## config.mk

```make
export PLATFORM = sky130hd
export DESIGN_NAME = receive_eng_flat
export DESIGN_NICKNAME = d
export VERILOG_FILES = /design/src/rtl/receive_eng_if.sv /design/src/rtl/receive_eng.sv /design/src/flat_wrapper.sv
export SDC_FILE = /design/constraint.sdc
export NUM_CORES = 1
export LEC_CHECK = 0
export BUFFER_PORTS_ARGS = -buffer_cell sky130_fd_sc_hd__buf_2
export CAP_MARGIN = 20
export CORE_UTILIZATION = 57
export CTS_CLUSTER_DIAMETER = 150
export DETAILED_ROUTE_END_ITERATION = 6
export PLACE_DENSITY = 0.78
export SKIP_CTS_REPAIR_TIMING = 1
export SLEW_MARGIN = 5
export SYNTH_ARGS = -nofsm -noshare
export SYNTH_HDL_FRONTEND = slang
export SYNTH_SLANG_ARGS = --single-unit
```

## constraint.sdc

```tcl
create_clock -name CLK -period 3.1 [get_ports CLK]
set_input_delay 0.465 -clock CLK [delete_from_list [all_inputs] [get_ports CLK]]
set_output_delay 0.465 -clock CLK [all_outputs]
set_load 0.005 [all_outputs]
```

## src/rtl/receive_eng_if.sv

```systemverilog
// Host-side bundle for the serial receive engine: the serial line, the frame
// configuration, the read strobe and the received byte with its status flags.
interface receive_eng_if;
    logic       rx;
    logic [3:0] baud;
    logic       eight;
    logic       parity_en;
    logic       odd_n_even;
    logic       read;
    logic [7:0] rx_data;
    logic       rxrdy;
    logic       perr;
    logic       ferr;
    logic       ovf;

    modport master (
        output rx, baud, eight, parity_en, odd_n_even, read,
        input  rx_data, rxrdy, perr, ferr, ovf
    );

    modport slave (
        input  rx, baud, eight, parity_en, odd_n_even, read,
        output rx_data, rxrdy, perr, ferr, ovf
    );
endinterface

```

## src/rtl/receive_eng.sv

```systemverilog
// Asynchronous serial receiver: start-bit qualification at half a bit time,
// mid-bit sampling of 7/8 data bits, optional parity and one stop bit, with a
// single-entry result register carrying parity/framing/overrun status.
//
// state | meaning
// IDLE  | waiting for a 1->0 edge on the synchronized line
// START | timing half a bit to confirm the start bit is still low
// DATA  | sampling data, parity and stop bits once per bit time
// DONE  | single cycle that publishes the frame to the host registers
module receive_eng (
    input  logic         CLK,
    input  logic         RESET,
    receive_eng_if.slave bus
);

    typedef enum logic [1:0] {IDLE, START, DATA, DONE} state_t;

    state_t      state, state_nxt;
    logic        rx_meta, rx_sync, rx_prev;
    logic [18:0] cnt;
    logic [3:0]  bit_cnt;
    logic [9:0]  shreg;
    logic [3:0]  baud_l;
    logic        eight_l, par_l, odd_l;
    logic [18:0] bt_start, bt_frame;
    logic [3:0]  frame_len;
    logic        half_hit, bit_hit, last_bit;
    logic        confirm, sample;
    logic [9:0]  aligned;
    logic [7:0]  data_byte;
    logic        par_bit, stop_bit, perr_calc;
    logic [7:0]  rx_data_r;
    logic        rxrdy_r, perr_r, ferr_r, ovf_r;

    function automatic logic [18:0] bit_time(input logic [3:0] b);
        case (b)
            4'd1:    bit_time = 19'd83333;
            4'd2:    bit_time = 19'd41667;
            4'd3:    bit_time = 19'd20833;
            4'd4:    bit_time = 19'd10417;
            4'd5:    bit_time = 19'd5208;
            4'd6:    bit_time = 19'd2604;
            4'd7:    bit_time = 19'd1736;
            4'd8:    bit_time = 19'd868;
            4'd9:    bit_time = 19'd434;
            4'd10:   bit_time = 19'd217;
            4'd11:   bit_time = 19'd109;
            default: bit_time = 19'd333333;
        endcase
    endfunction

    // The start half-bit uses the live rate; the frame uses the rate latched at confirmation.
    assign bt_start  = bit_time(bus.baud);
    assign bt_frame  = bit_time(baud_l);
    assign half_hit  = (cnt == (bt_start >> 1));
    assign bit_hit   = (cnt == bt_frame);
    assign frame_len = (eight_l ? 4'd8 : 4'd7) + {3'b000, par_l} + 4'd1;
    assign last_bit  = (bit_cnt == (frame_len - 4'd1));

    // Bits enter at the top of the shift register, so the first data bit sits
    // at position 10-frame_len once the stop bit has been shifted in.
    assign aligned   = shreg >> (4'd10 - frame_len);
    assign data_byte = eight_l ? aligned[7:0] : {1'b0, aligned[6:0]};
    assign par_bit   = eight_l ? aligned[8] : aligned[7];
    assign stop_bit  = aligned[frame_len - 4'd1];
    assign perr_calc = par_l & ((^data_byte ^ par_bit) != odd_l);

    // Two-flop synchronizer plus one history flop for edge detection; idles high.
    always_ff @(posedge CLK or posedge RESET) begin
        if (RESET) begin
            rx_meta <= 1'b1;
            rx_sync <= 1'b1;
            rx_prev <= 1'b1;
        end else begin
            rx_meta <= bus.rx;
            rx_sync <= rx_meta;
            rx_prev <= rx_sync;
        end
    end

    // State register.
    always_ff @(posedge CLK or posedge RESET) begin
        if (RESET) state <= IDLE;
        else       state <= state_nxt;
    end

    // Next-state decode and the confirm/sample strobes for the datapath.
    always_comb begin
        state_nxt = state;
        confirm   = 1'b0;
        sample    = 1'b0;
        case (state)
            IDLE: begin
                if (rx_prev && !rx_sync) state_nxt = START;
            end
            START: begin
                if (half_hit) begin
                    if (!rx_sync) begin
                        confirm   = 1'b1;
                        state_nxt = DATA;
                    end else begin
                        state_nxt = IDLE;
                    end
                end
            end
            DATA: begin
                if (bit_hit) begin
                    sample = 1'b1;
                    if (last_bit) state_nxt = DONE;
                end
            end
            DONE: state_nxt = IDLE;
            default: state_nxt = IDLE;
        endcase
    end

    // Bit-time counter restarts on every state change and after every sample.
    always_ff @(posedge CLK or posedge RESET) begin
        if (RESET) begin
            cnt <= '0;
        end else if ((state_nxt != state) || sample) begin
            cnt <= '0;
        end else if ((state == START) || (state == DATA)) begin
            cnt <= cnt + 19'd1;
        end else begin
            cnt <= '0;
        end
    end

    // Per-frame capture: configuration snapshot at confirmation, then shifted bits.
    always_ff @(posedge CLK or posedge RESET) begin
        if (RESET) begin
            bit_cnt <= '0;
            shreg   <= '0;
            baud_l  <= '0;
            eight_l <= 1'b0;
            par_l   <= 1'b0;
            odd_l   <= 1'b0;
        end else if (confirm) begin
            bit_cnt <= '0;
            shreg   <= '0;
            baud_l  <= bus.baud;
            eight_l <= bus.eight;
            par_l   <= bus.parity_en;
            odd_l   <= bus.odd_n_even;
        end else if (sample) begin
            bit_cnt <= bit_cnt + 4'd1;
            shreg   <= {rx_sync, shreg[9:1]};
        end
    end

    // Host result register: a completed frame always wins over a coincident read.
    always_ff @(posedge CLK or posedge RESET) begin
        if (RESET) begin
            rx_data_r <= 8'h00;
            rxrdy_r   <= 1'b0;
            perr_r    <= 1'b0;
            ferr_r    <= 1'b0;
            ovf_r     <= 1'b0;
        end else if (state == DONE) begin
            rx_data_r <= data_byte;
            rxrdy_r   <= 1'b1;
            perr_r    <= perr_calc;
            ferr_r    <= ~stop_bit;
            ovf_r     <= rxrdy_r & ~bus.read;
        end else if (bus.read && rxrdy_r) begin
            rxrdy_r   <= 1'b0;
            perr_r    <= 1'b0;
            ferr_r    <= 1'b0;
            ovf_r     <= 1'b0;
        end
    end

    assign bus.rx_data = rx_data_r;
    assign bus.rxrdy   = rxrdy_r;
    assign bus.perr    = perr_r;
    assign bus.ferr    = ferr_r;
    assign bus.ovf     = ovf_r;

endmodule

```

## src/flat_wrapper.sv

```systemverilog
// flat-port wrapper written by rule: the top's interface ports become plain ports
module receive_eng_flat 
  (CLK, RESET, bus_rx, bus_baud, bus_eight, bus_parity_en, bus_odd_n_even, bus_read, bus_rx_data, bus_rxrdy, bus_perr, bus_ferr, bus_ovf);
  receive_eng_if bus_i ();
  input  logic CLK;
  input  logic RESET;
  input wire logic [$bits(bus_i.rx)-1:0] bus_rx;
  input wire logic [$bits(bus_i.baud)-1:0] bus_baud;
  input wire logic [$bits(bus_i.eight)-1:0] bus_eight;
  input wire logic [$bits(bus_i.parity_en)-1:0] bus_parity_en;
  input wire logic [$bits(bus_i.odd_n_even)-1:0] bus_odd_n_even;
  input wire logic [$bits(bus_i.read)-1:0] bus_read;
  output wire logic [$bits(bus_i.rx_data)-1:0] bus_rx_data;
  output wire logic [$bits(bus_i.rxrdy)-1:0] bus_rxrdy;
  output wire logic [$bits(bus_i.perr)-1:0] bus_perr;
  output wire logic [$bits(bus_i.ferr)-1:0] bus_ferr;
  output wire logic [$bits(bus_i.ovf)-1:0] bus_ovf;
  assign bus_i.rx = bus_rx;
  assign bus_i.baud = bus_baud;
  assign bus_i.eight = bus_eight;
  assign bus_i.parity_en = bus_parity_en;
  assign bus_i.odd_n_even = bus_odd_n_even;
  assign bus_i.read = bus_read;
  assign bus_rx_data = bus_i.rx_data;
  assign bus_rxrdy = bus_i.rxrdy;
  assign bus_perr = bus_i.perr;
  assign bus_ferr = bus_i.ferr;
  assign bus_ovf = bus_i.ovf;
  receive_eng u_core (.CLK(CLK), .RESET(RESET), .bus(bus_i));
endmodule
```

# --- Yosys cells after proc, flatten, opt, wreduce, memory -nomap -nowiden ---
# Memories as Yosys holds them, arrays and structs flattened.
# Cells that the tools add are included.
word_totals:
  in_bits: 11
  reg_bits: 57
  latch_bits: 0
  output_inout_bits: 12
  elab_cells: 75
  n_memories: 2
  ram_bits: 0
  romBits: 576
memory_table:
  columns: ["memory", "words", "word_bits", "rd", "rd_ports_with_merged_regs", "write_ports", "line_no", "text"]
  rows:
  - ["(name not given)", 16, 18, 1, 0, 0, "receive_eng.sv:36", "case (b)"]
  - ["(name not given)", 16, 18, 1, 0, 0, "receive_eng.sv:36", null]
op_classes:
  n_addsub: 6
  reduce_logical: 9
  n_eq_ne: 8
  bitwise_logic: 5
  n_lt_le_gt_ge: 1
  n_div: 0
  shifts: 1
  multipliers: 0
  n_mux: 27
ops:
  columns: ["op", "count"]
  rows:
  - ["$mux 19", 2]
  - ["$mux 10", 2]
  - ["$add 19x1->19 const B", 1]
  - ["$eq 19x18->1", 1]
  - ["$eq 19x19->1", 1]
  - ["$mux 1", 12]
  - ["$mux 4", 3]
  - ["$mux 2", 5]
  - ["$shr 10x4->10", 1]
  - ["$add 4x1->4 const B", 2]
  - ["$mux 8", 1]
  - ["$pmux 2 s4", 1]
  - ["$reduce_xor 8->1", 1]
  - ["$lt 4x5->1 const B", 1]
  - ["$add 4x1->4", 1]
  - ["$bmux 1 s4", 1]
  - ["$eq 2x2->1 const B", 2]
  - ["$eq 4x4->1", 1]
  - ["$reduce_bool 2->1", 2]
  - ["$sub 4x1->4 const B", 1]
  - ["$sub 4x4->4 const A", 1]
  - ["$and 1x1->1", 2]
  - ["$eq 2x1->1 const B", 1]
  - ["$logic_and 1x1->1", 2]
  - ["other kinds (7)", 9]

# --- Depth between registers and ports, before layout ---
# Gate-level depths: netlist (run 1).
logic_depth:
  word_depth: 11
  ltp_mapped: 13
  mapped_depth_nobuf: 9

# --- Worst setup path before layout (run 1) ---
# Ideal clock, no wire load.
synth_timing:
  kind: "register to register"
  startpoint: "register u_core.eight_l"
  endpoint: "register u_core.perr_r, in the netlist u_core.bus.perr"
  arrival_ns: 3.124
  setup_ns: 0.127
  synth_period_minus_slack_ns: 3.250
  t_required_ns: 2.973
  path_buffers: 4
  path_stages_with_launch: 14
  setup_slack_ns: -0.150
  cell_sequence: "dfrtp_1 clkbuf_1 inv_1 ha_1 clkbuf_1 buf_1 buf_1 nand4b_1 and3_1 a311oi_1 nand4_1 a21o_1 a211oi_1 o31ai_1"
synth_between:
  elab_chain_cells: 11
synth_lines:
  columns: ["element", "line_no", "text"]
  rows:
  - ["start, declared", "receive_eng.sv:24", "logic eight_l, par_l, odd_l;"]
  - ["start signal, assigned", "receive_eng.sv:143", "eight_l <= bus.eight;"]
  - ["$mux 4", "receive_eng.sv:57", "assign frame_len = (eight_l ? 4'd8 : 4'd7) + {3'b000, par_l} + 4'd1;"]
  - ["$add 4x1->4 (2 in series)", "receive_eng.sv:57", null]
  - ["$sub 4x4->4", "receive_eng.sv:62", "assign aligned = shreg >> (4'd10 - frame_len);"]
  - ["$shr 10x4->10", "receive_eng.sv:62", null]
  - ["$mux 8", "receive_eng.sv:63", "assign data_byte = eight_l ? aligned[7:0] : {1'b0, aligned[6:0]};"]
  - ["$reduce_xor 8->1", "receive_eng.sv:66", "assign perr_calc = par_l & ((^data_byte ^ par_bit) != odd_l);"]
  - ["$xor 1x1->1 *", "receive_eng.sv:66", null]
  - ["$ne 1x1->1 *", "receive_eng.sv:66", null]
  - ["$and 1x1->1 *", "receive_eng.sv:66", null]
  - ["$mux 1 *", "receive_eng.sv:160", "end else if (state == DONE) begin"]
  - ["end signal, assigned", "receive_eng.sv:163", "perr_r <= perr_calc;"]
  - ["end, declared", "receive_eng.sv:33", "logic rxrdy_r, perr_r, ferr_r, ovf_r;"]
# Mark *: on every way between the ends. The rest lies on a longest branch, timed or not.
# A chain may end at the register's enable or synchronous reset.

# --- Worst setup path in the final report (run 1) ---
layout_timing:
  startpoint: "register u_core.cnt[15]"
  endpoint: "register u_core.state[1]"
layout_between:
  elab_chain_cells: 3
layout_lines:
  columns: ["element", "line_no", "text"]
  rows:
  - ["start, declared", "receive_eng.sv:20", "logic [18:0] cnt;"]
  - ["start signal, assigned", "receive_eng.sv:124", "cnt <= cnt + 19'd1;"]
  - ["$eq 19x19->1 / $eq 19x18->1 (equally long branches)", "receive_eng.sv:56, receive_eng.sv:55", null]
  - ["$mux 2, on equally long branches", "receive_eng.sv:107, receive_eng.sv:97", null]
  - ["$pmux 2 s4 *", "receive_eng.sv:92", "case (state)"]
  - ["named net u_core.state_nxt[1]", "receive_eng.sv:18", "state_t state, state_nxt;"]
  - ["end signal, assigned", "receive_eng.sv:84", "else state <= state_nxt;"]
  - ["end, declared", "receive_eng.sv:18", null]
# The timed path passes the listed nets; every way through them passes the cells marked *.

==> key figures, run 1 <==
GRT
  • Gr usage total: 0.294
  • GR Overflow Total: 0
  • Initial antenna violation count: 0
  • First-pass GRT wire length: 20400 µm
  • Largest net degree at the start of global routing: 31
  • Number of global-route vias before repair: about 4100

CTS
  • Clock transition at the registers of the reported paths: 70 ps
  • H-tree depth: 3
  • Clock sinks: 57
  • Root Driver: clkbuf_8
  • CTS Buf Count: 9
  • Worst skew pair latency: 350 ps
  • Clk buf depth: 2
  • CTS tree: done

Logic synthesis
  • Sequential fraction of the synthesis area: 0.292
  • Synth Flop Type: dfrtp_1
  • Distinct cells, synth: just over 60
  • Most frequent cell after synthesis: dfrtp_1
  • Yosys warns: 0
  • EDFF count, synth: 0
  • Post-synth top cells: 54 x dfrtp_1, 36 x mux2i_1, 36 x nor2_1, 36 x o21ai_0, 33 x inv_1
  • Synth Instances: 570
  • Synthesized area: 0.00490 mm²
  • Synth top area cells: dfrtp_1 28%, mux2i_1 7.4%, ha_1 6.1%
  • Mean area per synthesized cell: about 8.6 µm²
  • Ys async rst share: 1.00
  • Post-Syn Nets: 605
  • Post-synth top area share: 0.276
  • Largest area contributor in the netlist: dfrtp_1
  • Synth Register Bits: 57

Timing
  • RSZ-0062 raised after global routing: false
  • Setup Viol. Count Final: 0
  • Layout Skew: 9.06 ps
  • Final Hold Viols: 0
  • Final Max Slew Viols: 0
  • Final Critical Period: around 3000 ps
  • Fmax: 0.339 GHz
  • Max transition margin: 0.570
  • Worst Max-Slew Pin Slew: 644 ps
  • PnR worst setup slack: 147 ps
  • Setup total negative slack: 0 ps
  • Fin crit share: 0.953
  • Hold_ws: between 150 and 200 ps

Drt
  • DRC errors left: 0
  • Drt via density: 6.22
  • ANT nets after route: 0
  • WL final: roughly 12000 µm
  • Iter 0 DRT Violations: 267
  • Drt pass-1 iters: 5
  • WL/cell: about 17 µm
  • Vias: 4433

Setup path
  • Worst Path Required: 3380 ps
  • CP Capture Type: register
  • Critical path type: reg2reg
  • Setup crit start kind: register
  • Crit path DAT: between 3000 and 4000 ps
  • Crit path max fanout: 5

Placement
  • HPWL Detailed: 8850 µm
  • Input/output buffers: 22
  • Dpl ws: -153 ps
  • GPL Wtd Cong: 0.966
  • Inst Count DP: around 700

Floorplan
  • Die Ht: around 95 µm
  • Ports: 23
  • Initial core utilization: 0.593
  • Chip Width: 94.7 µm
  • DIE AREA: 0.00897 mm²
  • Core area: 0.00826 mm²
  • Site row count: 33

Finish
  • Layout cells sized above 1: 0.178
  • Synth-to-layout area growth: 13.6%
  • Finished Layout Cells: 713
  • # diodes: 0
  • # nets final: around 640
  • Fillers: 668

Power and ir drop
  • Clock group share of total power: 0.520
  • Internal power: about 1.4 mW
  • Cell Pwr Density: approximately 330 mW/mm²
  • Net Switching: 0.395 mW
  • Leak pwr: 2.45 nW
  • Gate power share: 0.067
  • Sequential Power Share: 0.413
  • Sw Share: 0.218
  • Max rail drop VDD: 0.255 mV

Run status
  • Run status: finished clean

Flow run
  • Max Cap Viol: 0

Hold path
  • Hold crit path type: in2async
==> flip-flops by register name, indices dropped and copies added, names as in the netlist, 2 cells and up <==
register            count
u_core.bit_cnt          4
u_core.cnt             19
u_core.baud_l           4
u_core.bus.rx_data      8
u_core.state            2
u_core.shreg           10
==> power by group through the flow <==
stage	sequential [mW]	combinational, mW	clock (mW)
finish	0.748	0.122	0.941
global route	0.748	0.135	0.991
CTS	0.748	0.122	0.958
detailed placement	0.762	0.121	0
global placement	0.762	0.119	0
floorplan	0.762	0.0720	0
==> cell families after synthesis <==
family          after synthesis  share of synthesized area
simple gates                179                      0.199
compound gates              142                      0.194
buf+inv                      82                     0.0725
flops                        57                      0.292
mux                          48                      0.111
xor+xnor                     38                     0.0710
fa+ha+maj                    24                     0.0613
==> per-layer routing <==
metal / GRT usage / routed length (µm) / part of all wire / up-vias
met5: 0 / 0 / 0 / -
met3: 0.0483 / 918 / 0.076 / 17
li1: - / - / - / 2128
met4: 0.101 / 163 / 0.013 / 0
met1: 0.419 / 5450 / 0.45 / 2114
met2: 0.450 / 5600 / 0.46 / 174
==> path summary, 6_finish.rpt <==
path | startpoint | end | slack [ps] | cells past startpoint
worst max-delay path | u_core.cnt[15] | u_core.state[1] | 150 | 7
worst min-delay path | RESET | u_core.bus.rx_data[4] | 180 | 2
worst max register to register | u_core.cnt[15] | u_core.state[1] | 150 | 7
worst min register to register | u_core.rx_meta | u_core.rx_sync | 360 | 0
max in group asynchronous | RESET | u_core.cnt[11] | 2090 | 3
min in group CLK | bus_rx | u_core.rx_meta | 210 | 1
==> critical path, stage by stage, from the launching register on <==
cell and delay, ps:
dfrtp_1 410, nor3b_1 140, or4_1 460, or4_1 470
or4_1 610, buf_4 200, or4_1 500, nand3_1 100
==> area by class of cell <==
class,instances,area (µm²),area share
Clock inverter,7,143,0.0256
Inverter,34,128,0.0229
Sequential cell,57,1430,0.257
Clock buffer,9,124,0.0223
Multi-Input combinational cell,431,3130,0.562
Timing Repair Buffer,70,483,0.0868
Tap cell,105,131,0.0236
==> layout by cell type, fill, tap and decap left out, drive strengths merged, types with 3 or more instances in the layout <==
| cell | instances |
|---|---|
| o311ai | 3 |
| a2bb2oi | 4 |
| nand3 | 18 |
| o21ai | 36 |
| a2111o | 3 |
| a21oi | 28 |
| a311oi | 3 |
| mux2i | 36 |
| o22ai | 4 |
| clkinv | 4 |
| bufinv | 4 |
| o211ai | 6 |
| xnor2 | 19 |
| dfstp | 3 |
| clkbuf | 9 |
| inv | 33 |
| nand2b | 10 |
| and3 | 7 |
| a21o | 3 |
| a211oi | 24 |
| buf | 70 |
| mux2 | 9 |
| or3 | 10 |
| ha | 24 |
| and2 | 5 |
| nand2 | 23 |
| xor2 | 18 |
| nor2b | 16 |
| mux4 | 3 |
| or4 | 7 |
| nor2 | 36 |
| nor3 | 20 |
| o31ai | 6 |
| dfrtp | 54 |
| a31oi | 7 |
| nor3b | 8 |
| nand4 | 12 |
==> per-stage QoR <==
| stage | power, mW | instance area, µm² | util |
|---|---|---|---|
| after detailed placement | 0.883 | 5290 | 0.641 |
| after global routing | 1.87 | 5570 | 0.674 |
| after CTS | 1.83 | 5560 | 0.673 |
| after floorplan | 0.834 | 4910 | - |
| final | 1.81 | 5570 | 0.674 |
| after global placement | 0.881 | 5290 | 0.641 |
(Power assumes the default switching activity.)
==> run 2, diff against run 1 <==
--- a/config.mk
+++ b/config.mk
@@ -7,10 +7,12 @@
 export LEC_CHECK = 0
 export BUFFER_PORTS_ARGS = -buffer_cell sky130_fd_sc_hd__buf_2
 export CAP_MARGIN = 20
-export CORE_UTILIZATION = 57
+export CELL_PAD_IN_SITES_DETAIL_PLACEMENT = 1
+export CELL_PAD_IN_SITES_GLOBAL_PLACEMENT = 1
+export CORE_UTILIZATION = 44
 export CTS_CLUSTER_DIAMETER = 150
 export DETAILED_ROUTE_END_ITERATION = 6
-export PLACE_DENSITY = 0.78
+export PLACE_DENSITY_LB_ADDON = 0.1
 export SKIP_CTS_REPAIR_TIMING = 1
 export SLEW_MARGIN = 5
 export SYNTH_ARGS = -nofsm -noshare
==> run 2 against run 1 <==
Against the previous run: combinational power up 3%; non-clock buffer count is 2 higher; via count is 0.20% higher; sequential cell count unchanged; sequential power about the same; final cell count up 5.2%; worst setup slack got worse by 56 ps.
==> key figures, run 2 (same netlist as run 1, synthesis figures left out) <==
Run status
  • Run status: finished clean

GRT
  • Gr usage total: 0.257 (-0.0367)
  • Largest net degree at the start of global routing: 35 (+13%)
  • First-pass GRT wire length: 23200 µm (+14%)
  • GR Overflow Total: 0 (unchanged)
  • Number of global-route vias before repair: 4554 (+12%)
  • Initial antenna violation count: 0 (unchanged)

CTS
  • Clk buf depth: 2 (unchanged)
  • CTS tree: done
  • Clock transition at the registers of the reported paths: 70 ps (about the same)
  • H-tree depth: 3 (unchanged)
  • Worst skew pair latency: 340 ps (about the same)
  • Root Driver: clkbuf_8
  • Clock sinks: 57 (unchanged)
  • CTS Buf Count: 9 (unchanged)

Power and ir drop
  • Internal power: 1.19 mW (-16%)
  • Sequential Power Share: 0.473 (+0.060)
  • Net Switching: 0.393 mW (-0.61%)
  • Cell Pwr Density: 284 mW/mm² (-13%)
  • Leak pwr: 2.42 nW (-1.2%)
  • Max rail drop VDD: 0.204 mV (-20%)
  • Gate power share: 0.080 (+0.013)
  • Clock group share of total power: 0.448 (-0.072)
  • Sw Share: 0.248 (+0.0300)

Finish
  • Top reg by flops: u_core.cnt
  • # diodes: 0 (unchanged)
  • Layout cells sized above 1: 0.179 (+0.00106)
  • Fillers: 1302 (+95%)
  • # nets final: 640 (+0.31%)
  • Synth-to-layout area growth: 13.5% (about the same)
  • Most frequent cells in the layout: 54 x dfrtp_1, 49 x buf_4, 36 x nor2_1, 36 x mux2i_1, 35 x o21ai_0
  • Max reg flops: 19 (unchanged)
  • Commonest non-fill, non-tap cell in the layout: dfrtp_1
  • Final core occ: 0.513 (-0.161)

Placement
  • GPL Wtd Cong: 0.944 (-2.2%)
  • Input/output buffers: 22 (unchanged)
  • HPWL Detailed: 10300 µm (+16%)

Timing
  • Final Max Slew Viols: 0 (unchanged)
  • Hold_ws: 221 ps (+37.4 ps)
  • Setup Viol. Count Final: 0 (unchanged)
  • Fmax: 0.332 GHz (-1.9%)
  • Fin crit share: 0.971 (+0.0181)
  • RSZ-0062 raised after global routing: false
  • Max transition margin: 0.497 (-0.0731)
  • Layout Skew: 8.51 ps (-0.547 ps)
  • Final Critical Period: 3010 ps (+56.0 ps)
  • Worst Max-Slew Pin Slew: 753 ps (+109 ps)
  • Final Hold Viols: 0 (unchanged)

Hold path
  • Hold crit path type: in2reg

Drt
  • WL/cell: 18.7 µm (+9.7%)
  • Drt via density: 5.92 (-4.7%)
  • ANT nets after route: 0 (unchanged)
  • Vias: 4442 (+0.20%)
  • Iter 0 DRT Violations: 158 (-41%)
  • WL final: 14000 µm (+15%)
  • Drt pass-1 iters: 4 (-1)
  • DRC errors left: 0 (unchanged)

Setup path
  • Slowest CP cell: or4_1
  • Worst Path Required: 3370 ps (about the same)
  • Critical path type: reg2reg
  • CP most frequent cell: or4_1
  • Crit path max fanout: 5 (unchanged)
  • Crit-path cells: nor3b_1, or4_1, or4_1, or4_1, buf_4, or4_1, nand3_1
  • Setup crit start kind: register
  • CP Capture Type: register
  • CP Buf/Inv Count: 1 (unchanged)
  • Crit-path max cell delay: 650 ps (+40 ps)
  • Crit path DAT: 3280 ps (+40 ps)
  • Family with the most delay on the worst path: simple AND/OR/NAND/NOR gates

Floorplan
  • DIE AREA: 0.0116 mm² (+29%)
  • Die Ht: 108 µm (+14%)
  • Initial core utilization: 0.452 (-0.141)
  • Core area: 0.0108 mm² (+31%)
  • Site row count: 38 (+15%)
  • Ports: 23 (unchanged)
  • Chip Width: 108 µm (+14%)

Flow run
  • Max Cap Viol: 0 (unchanged)
-- run 2: metrics by stage --
step	instance area [µm²]	worst slack [ps]	power [mW]	cells	TNS [ps]
final	5560	90.5	1.58	750	0
after CTS	5550	41.8	1.60	750	0
after floorplan	4910	-47.3	0.834	570	-47.3
after detailed placement	5350	-139	0.889	734	-2760
after global placement	5350	-117	0.884	734	-1970
after global routing	5560	14.2	1.65	750	0
-- run 2: area by class of cell --
type	count	area, µm²	share of cell area
Inverter	34	128	0.0229
Clock inverter	5	55.1	0.00990
Timing Repair Buffer	72	498	0.0895
Multi-Input combinational cell	431	3140	0.564
Clock buffer	11	141	0.0254
Tap cell	140	175	0.0315
Sequential cell	57	1430	0.257
-- run 2: final timing paths --
kind,from,slack [ps],cells after the start,end
max,u_core.cnt[15],90,7,u_core.state[1]
min,bus_rx,220,1,u_core.rx_meta
max reg2reg,u_core.cnt[15],90,7,u_core.state[1]
min reg2reg,u_core.rx_meta,360,0,u_core.rx_sync
max in group asynchronous,RESET,2160,3,u_core.shreg[9]
min in group asynchronous,RESET,260,2,u_core.cnt[6]
-- run 2: power by group through the flow --
stage	logic (mW)	registers, mW	clock network (mW)
floorplan	0.0720	0.762	0
global placement	0.122	0.762	0
detailed placement	0.127	0.762	0
CTS	0.128	0.748	0.723
global route	0.141	0.748	0.761
finish	0.126	0.748	0.708
-- run 2: routing by layer --
| metal | up-vias | GRT usage | share of wire |
|---|---|---|---|
| met4 | 0 | 0.0969 | 0.028 |
| met2 | 66 | 0.454 | 0.51 |
| met1 | 2223 | 0.318 | 0.44 |
| met5 | - | 0 | 0 |
| met3 | 26 | 0.0339 | 0.023 |
| li1 | 2127 | - | - |
